### config.mk
export PLATFORM = sky130hd
export DESIGN_NAME = mem_access_unit
export DESIGN_NICKNAME = d
export VERILOG_FILES = /design/src/rtl/mem_access_unit.sv
export SDC_FILE = /design/constraint.sdc
export NUM_CORES = 1
export LEC_CHECK = 0
export ABC_AREA = 1
export ABC_CLOCK_PERIOD_IN_PS = 1500
export BUFFER_PORTS_ARGS = -buffer_cell sky130_fd_sc_hd__buf_2
export CORE_ASPECT_RATIO = 1.4
export CORE_MARGIN = 10
export CORE_UTILIZATION = 41
export CTS_CLUSTER_DIAMETER = 50
export DETAILED_ROUTE_END_ITERATION = 8
export MAX_ROUTING_LAYER = met4
export PLACE_DENSITY_LB_ADDON = 0.05
export RECOVER_POWER = 25
export SETUP_SLACK_MARGIN = 0.1
export SKIP_LAST_GASP = 1
export SYNTH_ARGS = -nofsm -noshare
export SYNTH_HDL_FRONTEND = slang
export SYNTH_SLANG_ARGS = --single-unit
### constraint.sdc
create_clock -name clk -period 1.5 [get_ports clk]
set_input_delay 0.3 -clock clk [delete_from_list [all_inputs] [get_ports clk]]
set_output_delay 0.3 -clock clk [all_outputs]
set_load 0.01 [all_outputs]
### src/rtl/mem_access_unit.sv
// mem_access_unit: load/store sequencer between EX/MEM and MEM/WB.
// Runs a two-state request/ack handshake with a bounded wait and a sticky error flag.
module mem_access_unit #(
   parameter int TIMEOUT = 15
) (
   input  logic        clk,
   input  logic        reset,
   input  logic        reg_write_enable_in,
   input  logic        mem_write_enable_in,
   input  logic        mem_read_enable_in,
   input  logic        byte_access_in,
   input  logic [31:0] addr_in,
   input  logic [31:0] store_data_in,
   input  logic [31:0] alu_result_in,
   input  logic [3:0]  rd_in,
   output logic        dmem_req,
   output logic        dmem_we,
   output logic [31:0] dmem_addr,
   output logic [31:0] dmem_wdata,
   output logic        dmem_size,
   input  logic        dmem_ack,
   input  logic [31:0] dmem_rdata,
   output logic        stall,
   output logic        reg_write_enable_out,
   output logic [31:0] wb_data_out,
   output logic [3:0]  rd_out,
   output logic        mem_error
);
   typedef enum logic {IDLE, BUSY} state_t;
   state_t      state, next_state;
   logic [7:0]  cnt;
   logic        lat_rw;
   logic [31:0] lat_alu;
   logic [3:0]  lat_rd;
   logic        access, aligned, accept, busy, timeout_hit;
   logic [7:0]  lane;
   assign busy        = (state == BUSY);
   assign access      = mem_write_enable_in | mem_read_enable_in;
   assign aligned     = byte_access_in | (addr_in[1:0] == 2'b00);
   assign accept      = ~busy & access & aligned;
   assign timeout_hit = busy & (cnt == 8'(TIMEOUT - 1)) & ~dmem_ack;
   assign stall       = accept | (busy & ~dmem_ack & ~timeout_hit);
   assign dmem_req    = busy;
   assign lane        = 8'(dmem_rdata >> {dmem_addr[1:0], 3'b000});
   always_ff @(posedge clk or negedge reset)
      if (!reset) state <= IDLE;
      else        state <= next_state;
   always_comb begin
      next_state = state;
      next_state = busy ? ((dmem_ack | timeout_hit) ? IDLE : BUSY) : (accept ? BUSY : IDLE);
   end
   always_ff @(posedge clk or negedge reset)
      if (!reset) begin
         cnt                  <= '0;
         dmem_we              <= 1'b0;
         dmem_addr            <= '0;
         dmem_wdata           <= '0;
         dmem_size            <= 1'b0;
         lat_rw               <= 1'b0;
         lat_alu              <= '0;
         lat_rd               <= '0;
         reg_write_enable_out <= 1'b0;
         wb_data_out          <= '0;
         rd_out               <= '0;
         mem_error            <= 1'b0;
      end else if (!busy) begin
         if (accept) begin
            cnt                  <= '0;
            dmem_we              <= mem_write_enable_in;
            dmem_addr            <= addr_in;
            dmem_wdata           <= byte_access_in ? {4{store_data_in[7:0]}} : store_data_in;
            dmem_size            <= byte_access_in;
            lat_rw               <= reg_write_enable_in;
            lat_alu              <= alu_result_in;
            lat_rd               <= rd_in;
            reg_write_enable_out <= 1'b0;
         end else if (access) begin
            mem_error            <= 1'b1;
            reg_write_enable_out <= 1'b0;
         end else begin
            reg_write_enable_out <= reg_write_enable_in;
            wb_data_out          <= alu_result_in;
            rd_out               <= rd_in;
         end
      end else if (dmem_ack) begin
         reg_write_enable_out <= lat_rw;
         rd_out               <= lat_rd;
         wb_data_out          <= dmem_we ? lat_alu : (dmem_size ? {24'b0, lane} : dmem_rdata);
      end else begin
         // Timeout drops back to IDLE via next_state; the counter value is then don't-care.
         cnt                  <= cnt + 8'd1;
         reg_write_enable_out <= 1'b0;
         if (timeout_hit) mem_error <= 1'b1;
      end
endmodule
==> results.yml, run 1 <==
setup_path:
  timing.rr.start: "dmem_req$_DFF_PN0_"
  setup.worst_path.end_class: "primary output"
  worstSetupEndpoint: "stall"
  endpoint_of_the_most_critical_register_to_register_path: "lat_alu[26]$_DFFE_PN0P_"
  worstPathRequired_ns: 1.20
  worst-setup-path-type: "flip-flop to primary output"
  critical_path_peak_fanout: 2
  timing.reg2reg.worst_path_depth: 9
  ff2ff_setup_slack_ns: -0.04
  critical_path.startpoint: "cnt[0]$_DFFE_PN0P_"
  worstPathArrival_ns: 1.47
  setup.worst_path.start_class: "flip-flop"
synthesis:
  syn-num-nets: 997
  post-synth-top-count-cell: "sky130_fd_sc_hd__nand2_1"
  synth_area_per_cell_sq_um: 8.000
  post_synth_num_cell_types: 29
  synth_area_leaders: "sky130_fd_sc_hd__dfrtp_1 55%, sky130_fd_sc_hd__nand2_1 24%, sky130_fd_sc_hd__o21ai_0 4.5%, sky130_fd_sc_hd__nand3_1 3.4%, sky130_fd_sc_hd__a21oi_1 2.7%"
  ys_warn_count: 0
  synth_enable_flop_cells: 0
  synth_async_sr_flop_share: 1.000
  seq_total_area_yosys: 0.5481
  synth_top_flop_cell: "sky130_fd_sc_hd__dfrtp_1"
  ys_top_cells_by_count: "437 x sky130_fd_sc_hd__nand2_1, 150 x sky130_fd_sc_hd__dfrtp_1, 61 x sky130_fd_sc_hd__o21ai_0"
  yosys.area.top_type: "sky130_fd_sc_hd__dfrtp_1"
  yosysTopAreaCellShare: 0.5481
  post_synth_inst_count: 856
  syn_area_sq_um: 6848
  ys_seq_elements: 150
timing:
  hold_slack_ns: 0.06890
  worst_slack_ns: -0.2668
  achievable-frequency_mhz: 566.0
  final_setup_vio_count: 22
  drv_slew: 0
  least_margin_pin_slew_ns: 1.030
  timing.final.crit_period_ns: 1.767
  final_min_period_over_clock_period: 1.178
  fin_worst_skew_ns: 0.01378
  slew_headroom: 0.3131
  timing_hold_violations_final: 0
  accumulated_negative_setup_slack_ns: -0.6634
  grt_setup_unrepaired: "true"
flow_run:
  maxCapViolCount: 0
drt:
  drt_first_pass_iters: 5
  number_of_antenna_violating_nets_in_the_routed_design: 0
  initialDrtViolationCount: 439
  drt-total-wl_um: 26510
  avgRoutedWirePerCell_um: 19.28
  post-route-drc-count: 0
  via_per_inst: 5.074
  detailroute.via_count: 6977
finish:
  nets: 1302
  final_util: 0.6501
  final.fill_count: 1437
  drive_gt1_frac: 0.4497
  area_growth_pct: 54.83
  finalInstanceArea_sq_um: 10600
die:
  floorplan.die_area_sq_um: 22340
  std_cell_rows: 55
  io_pins: 245
  fp.dieW_um: 129.2
  chipHeight_um: 172.9
  core_area_sq_um: 16310
  floorplan.initialDensity: 0.4199
pwr:
  worst_case_vdd_ir_drop_v: 0.0008436
  leakage_nw: 5.745
  total_power_mw: 16.68
  power_density_nw_per_um2: 1573
placement:
  placedInstanceArea_sq_um: 8434
  final_wtd_congestion: 0.8387
  io_buffer_count: 244
  detailedPlacementHpwl_um: 17150
clock_network:
  ctsRootBufferMaster: "sky130_fd_sc_hd__clkbuf_16"
  cts.path.max_buffers: 2
  clock_insertion_delay_worst_skew_ns: 0.42
  clk_transition_reported_paths_ns: 0.08
  total_clock_sinks: 150
  tritoncts_clock_tree: "done"
  cts_htree_levels: 4
  cts_buffers: 17
grt:
  grt.overflow.total: 0
  initial_antenna_violation_count: 2
  grt_use_total: 0.2100
  global_route_wire_length_before_repair_um: 36430
  maximum_number_of_pins_on_one_net_before_global_route_repair: 55
  grt_pass1_vias: 6859
outcome:
  violations: "negative setup slack"
  result_of_the_run: "complete, but fails checks"
worst_hold_path:
  timing.hold.worst.class: "primary input to flip-flop"
-- repair_timing --
action / CTS / global route
endpoints found under the hold margin: 33 / 0
cloned: 0 / 22
resized for setup: 13 / 267
hold buffers: 1 / 0
setup buffers: 8 / 17
pin swaps: 2 / 77
setup endpoints to repair: 91 / 117
-- cells in the final DEF (no fill, tap or decap), types with 20 or more instances in the layout --
cell type,netlist,layout
sky130_fd_sc_hd__a21oi_1,37,37
sky130_fd_sc_hd__buf_2,28,241
sky130_fd_sc_hd__buf_4,6,35
sky130_fd_sc_hd__clkbuf_16,0,30
sky130_fd_sc_hd__dfrtp_1,150,147
sky130_fd_sc_hd__nand2_1,437,324
sky130_fd_sc_hd__nand2_2,0,67
sky130_fd_sc_hd__nand2_4,3,47
sky130_fd_sc_hd__nand3_1,47,20
sky130_fd_sc_hd__nand3_2,0,25
sky130_fd_sc_hd__o21ai_0,61,44
-- per-stage QoR --
step | setup WS (ns) | std cells
floorplan | 0.1294 | 856
global placement | 0.03466 | 1293
detailed placement | -0.02408 | 1293
CTS | -0.2981 | 1334
global route | -0.3450 | 1375
finish | -0.2668 | 1375
-- routing by layer --
layer	part of all wire	global-route usage	routed length (um)	up-vias
li1	-	-	-	3349
met1	0.40	0.2562	10480	3291
met2	0.51	0.3351	13450	279
met3	0.060	0.04591	1585	58
met4	0.038	0.07177	996	0
met5	0	-	0	-
-- worst min-delay path by stage --
stage | start | endpoint | slack, ns | cells past startpoint
finish | addr_in[13] | dmem_addr[13]$_DFFE_PN0P_ | 0.07 | 3
floorplan | reset | cnt[0]$_DFFE_PN0P_ | 0.004 | 0
global placement | reset | wb_data_out[22]$_DFFE_PN0P_ | 0.25 | 1
global route | addr_in[5] | dmem_addr[5]$_DFFE_PN0P_ | 0.06 | 3
detailed placement | reset | wb_data_out[22]$_DFFE_PN0P_ | 0.25 | 1
CTS | addr_in[7] | dmem_addr[7]$_DFFE_PN0P_ | 0.04 | 3
-- cells by family after synthesis --
group           count (synthesis)  share of synthesized area
compound gates                119                    0.09373
flops                         150                     0.5481
xor+xnor                        1                   0.001279
fa+ha+maj                       2                   0.003654
simple gates                  511                     0.2965
buf+inv                        73                    0.05664
-- state kept, by name, summed over array words and instances, names as in the netlist --
| signal | count |
|---|---|
| cnt | 8 |
| lat_alu | 32 |
| dmem_size | 1 |
| dmem_req | 1 |
| rd_out | 4 |
| dmem_wdata | 32 |
| dmem_addr | 32 |
| mem_error | 1 |
| dmem_we | 1 |
| lat_rw | 1 |
| lat_rd | 4 |
| reg_write_enable_out | 1 |
| wb_data_out | 32 |
-- layout make-up --
type / count / area, sq um / area share
sequential: 150 / 3757 / 0.3544
multi-input combinational: 633 / 3413 / 0.3219
timing repair buffer: 331 / 2421 / 0.2283
clock buffer: 17 / 425.4 / 0.04012
tap: 199 / 249.0 / 0.02348
clock inverter: 15 / 177.7 / 0.01676
inverter: 28 / 153.9 / 0.01451
antenna: 2 / 5.005 / 0.0004720
-- power by group --
part	switching, mW	total (mW)	internal (mW)	leakage, nW
sequential	0.818	6.05	5.24	1.84
combinational	3.43	6.18	2.75	3.60
clock	1.92	4.45	2.53	0.300
total	6.17	16.7	10.5	5.74
-- critical path, cell delays in order, from the launching register on --
cell                      delay (ns)
sky130_fd_sc_hd__dfrtp_1        0.40
sky130_fd_sc_hd__inv_2          0.09
sky130_fd_sc_hd__ha_4           0.13
sky130_fd_sc_hd__nand4_1        0.12
sky130_fd_sc_hd__nand2_1        0.13
sky130_fd_sc_hd__nand2_2        0.06
sky130_fd_sc_hd__buf_6          0.12
Note: power is estimated with default switching activity, not from simulation.
==> run 2, diff against run 1 <==
- SKIP_CTS_REPAIR_TIMING: not set -> 1
==> run 2 against run 1 <==
Against the previous run: the flow still finishes with violations (negative setup slack); critical path depth unchanged; sequential power is 0.7% higher; total power rose by 0.37%; largest cell class unchanged; largest power group unchanged; critical endpoint unchanged; design area is 1.3% higher; via count about the same; final cell count grew 0.44%; non-clock buffer count rose by 4; highest routed layer unchanged; worst hold slack worse by 0.00078 ns; utilization grew 0.83 points.
==> results.yml, run 2 (same netlist as run 1, synthesis figures left out) <==
grt:
  grt.overflow.total: 0
  grt_pass1_vias: 6823
  maximum_number_of_pins_on_one_net_before_global_route_repair: 55
  grt_use_total: 0.2087
  initial_antenna_violation_count: 2
  global_route_wire_length_before_repair_um: 36230
die:
  fp.dieW_um: 129.2
  chipHeight_um: 172.9
  std_cell_rows: 55
  floorplan.die_area_sq_um: 22340
  core_area_sq_um: 16310
  io_pins: 245
  floorplan.initialDensity: 0.4199
finish:
  commonest_cells_after_routing_fill_and_taps_aside: "321 x sky130_fd_sc_hd__nand2_1, 241 x sky130_fd_sc_hd__buf_2, 147 x sky130_fd_sc_hd__dfrtp_1"
  final.fill_count: 1394
  final_cell_count_no_fill: 1381
  nets: 1307
  drive_gt1_frac: 0.4580
  layout_commonest_cell: "sky130_fd_sc_hd__nand2_1"
  area_growth_pct: 56.81
setup_path:
  setup.worst_path.start_class: "flip-flop"
  critical_path_peak_fanout: 2
  worstPathArrival_ns: 1.49
  max_stage_delay_ns: 0.40
  setup.worst_path.end_class: "primary output"
  timing.rr.start: "dmem_req$_DFF_PN0_"
  cp_slowest_cell: "sky130_fd_sc_hd__dfrtp_1"
  worst-setup-path-type: "flip-flop to primary output"
  timing.reg2reg.worst_path_depth: 9
  ff2ff_setup_slack_ns: -0.06
  critical_path.cell_chain: "inv_2 > ha_4 > nand4_1 > nand2_1 > nand2_2 > buf_6"
  worstPathRequired_ns: 1.20
  endpoint_of_the_most_critical_register_to_register_path: "lat_alu[16]$_DFFE_PN0P_"
drt:
  drt-total-wl_um: 26300
  avgRoutedWirePerCell_um: 19.05
  detailroute.via_count: 6981
  via_per_inst: 5.055
  number_of_antenna_violating_nets_in_the_routed_design: 0
  post-route-drc-count: 0
  initialDrtViolationCount: 426
  drt_first_pass_iters: 4
timing:
  timing.final.crit_period_ns: 1.793
  least_margin_pin_slew_ns: 1.029
  fin_worst_skew_ns: 0.01562
  final_setup_vio_count: 41
  hold_slack_ns: 0.06812
  drv_slew: 0
  accumulated_negative_setup_slack_ns: -1.110
  worst_slack_ns: -0.2928
  grt_setup_unrepaired: "true"
  final_min_period_over_clock_period: 1.195
  timing_hold_violations_final: 0
  slew_headroom: 0.3143
  achievable-frequency_mhz: 557.8
worst_hold_path:
  timing.hold.worst.class: "primary input to flip-flop"
  holdCritStartpoint: "addr_in[26]"
  min_delay_endpoint: "dmem_addr[26]$_DFFE_PN0P_"
  min_path_cells: 3
clock_network:
  clock_insertion_delay_worst_skew_ns: 0.42
  ctsRootBufferMaster: "sky130_fd_sc_hd__clkbuf_16"
  cts_htree_levels: 4
  total_clock_sinks: 150
  cts_buffers: 17
  clk_transition_reported_paths_ns: 0.07
  tritoncts_clock_tree: "done"
  cts.path.max_buffers: 2
placement:
  final_wtd_congestion: 0.8387
  io_buffer_count: 244
  dp_cells: 1293
  preCtsSetupSlack_ns: -0.02408
  detailedPlacementHpwl_um: 17150
pwr:
  worst_case_vdd_ir_drop_v: 0.0008270
  power_density_nw_per_um2: 1559
  leakage_nw: 5.803
outcome:
  violations: "negative setup slack"
  result_of_the_run: "complete, but fails checks"
flow_run:
  maxCapViolCount: 0
==> run 2: how the worst max path moves through the flow <==
stage | slack [ns] | depth (start not counted) | start | to
2_1_floorplan | 0.13 | 6 | dmem_req$_DFF_PN0_ | stall
3_3_place_gp | 0.03 | 6 | dmem_req$_DFF_PN0_ | dmem_wdata[27]$_DFFE_PN0P_
3_5_place_dp | -0.02 | 6 | dmem_req$_DFF_PN0_ | dmem_wdata[11]$_DFFE_PN0P_
4_1_cts | -0.41 | 6 | dmem_req$_DFF_PN0_ | stall
5_1_grt | -0.37 | 6 | cnt[0]$_DFFE_PN0P_ | stall
6_report | -0.29 | 6 | cnt[0]$_DFFE_PN0P_ | stall
==> run 2: final cells by class <==
cell class	count	area (sq um)	share of cell area
sequential	150	3757	0.3499
clock buffer	17	425.4	0.03962
tap	199	249.0	0.02319
inverter	28	163.9	0.01526
timing repair inverter	1	11.26	0.001049
clock inverter	15	177.7	0.01655
multi-input combinational	633	3453	0.3216
antenna	3	7.507	0.0006991
timing repair buffer	335	2492	0.2321
==> run 2: per-stage QoR <==
| step | util | area (sq um) | power, mW |
|---|---|---|---|
| final | 0.6584 | 10740 | 16.74 |
| after global routing | 0.6582 | 10740 | 17.75 |
| after CTS | 0.5541 | 9037 | 15.21 |
| after detailed placement | 0.5171 | 8434 | 10.72 |
| after global placement | 0.5171 | 8434 | 10.66 |
| after floorplan | - | 6860 | 8.574 |
==> run 2: power by group <==
part / switching [mW] / total (mW) / internal, mW
logic: 3.41 / 6.19 / 2.78
clock network: 1.93 / 4.46 / 2.53
registers: 0.856 / 6.09 / 5.24
==> run 2: critical path: cells and delay by family, from the launching register on <==
kind                     cells  cell delay [ns]
flip-flops                   1             0.40
AND/OR/NAND/NOR              3             0.34
buffers and inverters        2             0.20
adder cells (fa/ha/maj)      1             0.13
==> run 2: metal layers <==
| layer | GRT usage | vias up | routed length (um) | share of wire |
|---|---|---|---|---|
| li1 | - | 3370 | - | - |
| met2 | 0.3338 | 269 | 13230 | 0.50 |
| met3 | 0.04530 | 59 | 1744 | 0.066 |
| met4 | 0.06749 | 0 | 1042 | 0.040 |
| met1 | 0.2557 | 3283 | 10290 | 0.39 |
| met5 | - | - | 0 | 0 |
==> run 3, diff against run 2 <==
- CTS_BUF_LIST: not set -> sky130_fd_sc_hd__clkbuf_4 sky130_fd_sc_hd__clkbuf_8 sky130_fd_sc_hd__clkbuf_16
- SETUP_SLACK_MARGIN: 0.1 -> not set
==> run 3 against run 2 <==
Against the previous run: the run still ends with negative setup slack left; register-to-register slack improved by 0.16 ns; design area decreased by 16%; combinational power decreased by 24%; utilization down 10 points; sequential power shrank 3%; sequential share of layout area grew 6.6 points; first-iteration DRC count fell by 3.5%; non-clock buffer count is 53 lower; count of clock-buffer cells in the layout rose by 1; global-route usage shrank 0.13 points; clock power decreased by 0.9%; clock skew fell by 0.0094 ns; critical path type unchanged; largest cell class unchanged.
==> results.yml, run 3 (same netlist as run 1, synthesis figures left out) <==
timing:
  timing_hold_violations_final: 0
  accumulated_negative_setup_slack_ns: -0.4422
  worst_slack_ns: -0.3182
  timing.final.crit_period_ns: 1.818
  slew_headroom: 0.5558
  grt_setup_unrepaired: "true"
  final_min_period_over_clock_period: 1.212
  final_setup_vio_count: 2
  achievable-frequency_mhz: 550.0
  least_margin_pin_slew_ns: 0.6663
  fin_worst_skew_ns: 0.006203
  drv_slew: 0
grt:
  grt_pass1_vias: 6661
  global_route_wire_length_before_repair_um: 35840
  grt.overflow.total: 0
  maximum_number_of_pins_on_one_net_before_global_route_repair: 51
  initial_antenna_violation_count: 3
  grt_use_total: 0.2074
pwr:
  power_density_nw_per_um2: 1665
  leakage_nw: 4.957
  cell_internal_pwr_mw: 9.799
  pwr-share-clk: 0.294
  worst_case_vdd_ir_drop_v: 0.0007538
  power_frac_seq: 0.393
  total_power_mw: 15.05
  power.switching_mw: 5.247
  power.combinational.fraction: 0.313
  netSwitchingFraction: 0.3487
drt:
  number_of_antenna_violating_nets_in_the_routed_design: 0
  detailroute.via_count: 6438
  avgRoutedWirePerCell_um: 16.81
  via_per_inst: 4.852
  post-route-drc-count: 0
  drt_first_pass_iters: 5
  drt-total-wl_um: 22310
  initialDrtViolationCount: 411
outcome:
  result_of_the_run: "complete, but fails checks"
  violations: "negative setup slack"
clock_network:
  clk_transition_reported_paths_ns: 0.06
  cts.path.max_buffers: 2
  ctsRootBufferMaster: "sky130_fd_sc_hd__clkbuf_16"
  cts_htree_levels: 4
  total_clock_sinks: 150
  tritoncts_clock_tree: "done"
  clock_insertion_delay_worst_skew_ns: 0.42
  cts_buffers: 17
die:
  floorplan.die_area_sq_um: 22340
  core_area_sq_um: 16310
  io_pins: 245
  fp.dieW_um: 129.2
  chipHeight_um: 172.9
  floorplan.initialDensity: 0.4199
  std_cell_rows: 55
setup_path:
  timing.rr.start: "dmem_req$_DFF_PN0_"
  setup.worst_path.start_class: "flip-flop"
  setup.worst_path.end_class: "primary output"
  ff2ff_setup_slack_ns: 0.10
  worst-setup-path-type: "flip-flop to primary output"
  critical_path.startpoint: "dmem_req$_DFF_PN0_"
  critical_path_peak_fanout: 17
  worstPathRequired_ns: 1.20
  worstPathArrival_ns: 1.52
finish:
  commonest_cells_after_routing_fill_and_taps_aside: "436 x sky130_fd_sc_hd__nand2_1, 243 x sky130_fd_sc_hd__buf_2, 148 x sky130_fd_sc_hd__dfrtp_1"
  area_growth_pct: 31.98
  layout_commonest_cell: "sky130_fd_sc_hd__nand2_1"
  nets: 1253
  finalInstanceArea_sq_um: 9037
  drive_gt1_frac: 0.2951
  final_cell_count_no_fill: 1327
placement:
  detailedPlacementHpwl_um: 16900
  dp_cells: 1287
  placedInstanceArea_sq_um: 8399
  io_buffer_count: 244
  preCtsSetupSlack_ns: 0.04061
  final_wtd_congestion: 0.8475
worst_hold_path:
  holdCritStartpoint: "addr_in[12]"
  timing.hold.worst.class: "primary input to flip-flop"
flow_run:
  maxCapViolCount: 0
==> run 3: worst paths after layout <==
path,to,cells past startpoint
max in group asynchronous,wb_data_out[8]$_DFFE_PN0P_,3
min in group asynchronous,dmem_addr[20]$_DFFE_PN0P_,2
hold / removal,dmem_addr[12]$_DFFE_PN0P_,3
setup / recovery,stall,5
hold reg to reg,dmem_addr[24]$_DFFE_PN0P_,2
setup reg to reg,lat_alu[17]$_DFFE_PN0P_,6
==> run 3: per-layer routing <==
layer	vias up	routed length (um)	global-route usage
met5	-	0	-
met4	0	312	0.05846
met3	24	1703	0.06765
met2	224	10720	0.3259
met1	2949	9575	0.2485
li1	3241	-	-
==> run 3: area by class of cell <==
cell class,count,area [sq um]
sequential,150,3756
inverter,28,111.4
antenna,3,7.507
multi-input combinational,633,2714
clock inverter,14,176.4
clock buffer,18,439.2
fill,1630,7272
tap,199,249.0
timing repair buffer,282,1584
==> run 3: critical path, cell delays in order (launching register included) <==
cell	delay, ns
sky130_fd_sc_hd__dfrtp_2	0.45
sky130_fd_sc_hd__nor2_1	0.21
sky130_fd_sc_hd__nand2_4	0.09
sky130_fd_sc_hd__buf_12	0.16
sky130_fd_sc_hd__nand2_1	0.06
sky130_fd_sc_hd__buf_2	0.12
==> run 3: through the flow <==
step | hold slack, ns | utilization
4_1_cts | -0.2649 | 0.5527
2_1_floorplan | 0.004409 | -
5_1_grt | 0.05834 | 0.5541
6_report | 0.06669 | 0.5541
3_3_place_gp | 0.1907 | 0.5150
3_5_place_dp | 0.1914 | 0.5150
==> run 3: power groups by stage <==
| stage | logic, mW | registers (mW) | clock network [mW] |
|---|---|---|---|
| detailed placement | 4.75 | 5.95 | 0 |
| global route | 5.34 | 6.10 | 4.72 |
| floorplan | 2.25 | 6.31 | 0 |
| global placement | 4.71 | 5.96 | 0 |
| finish | 4.70 | 5.92 | 4.42 |
| CTS | 4.75 | 5.92 | 4.54 |
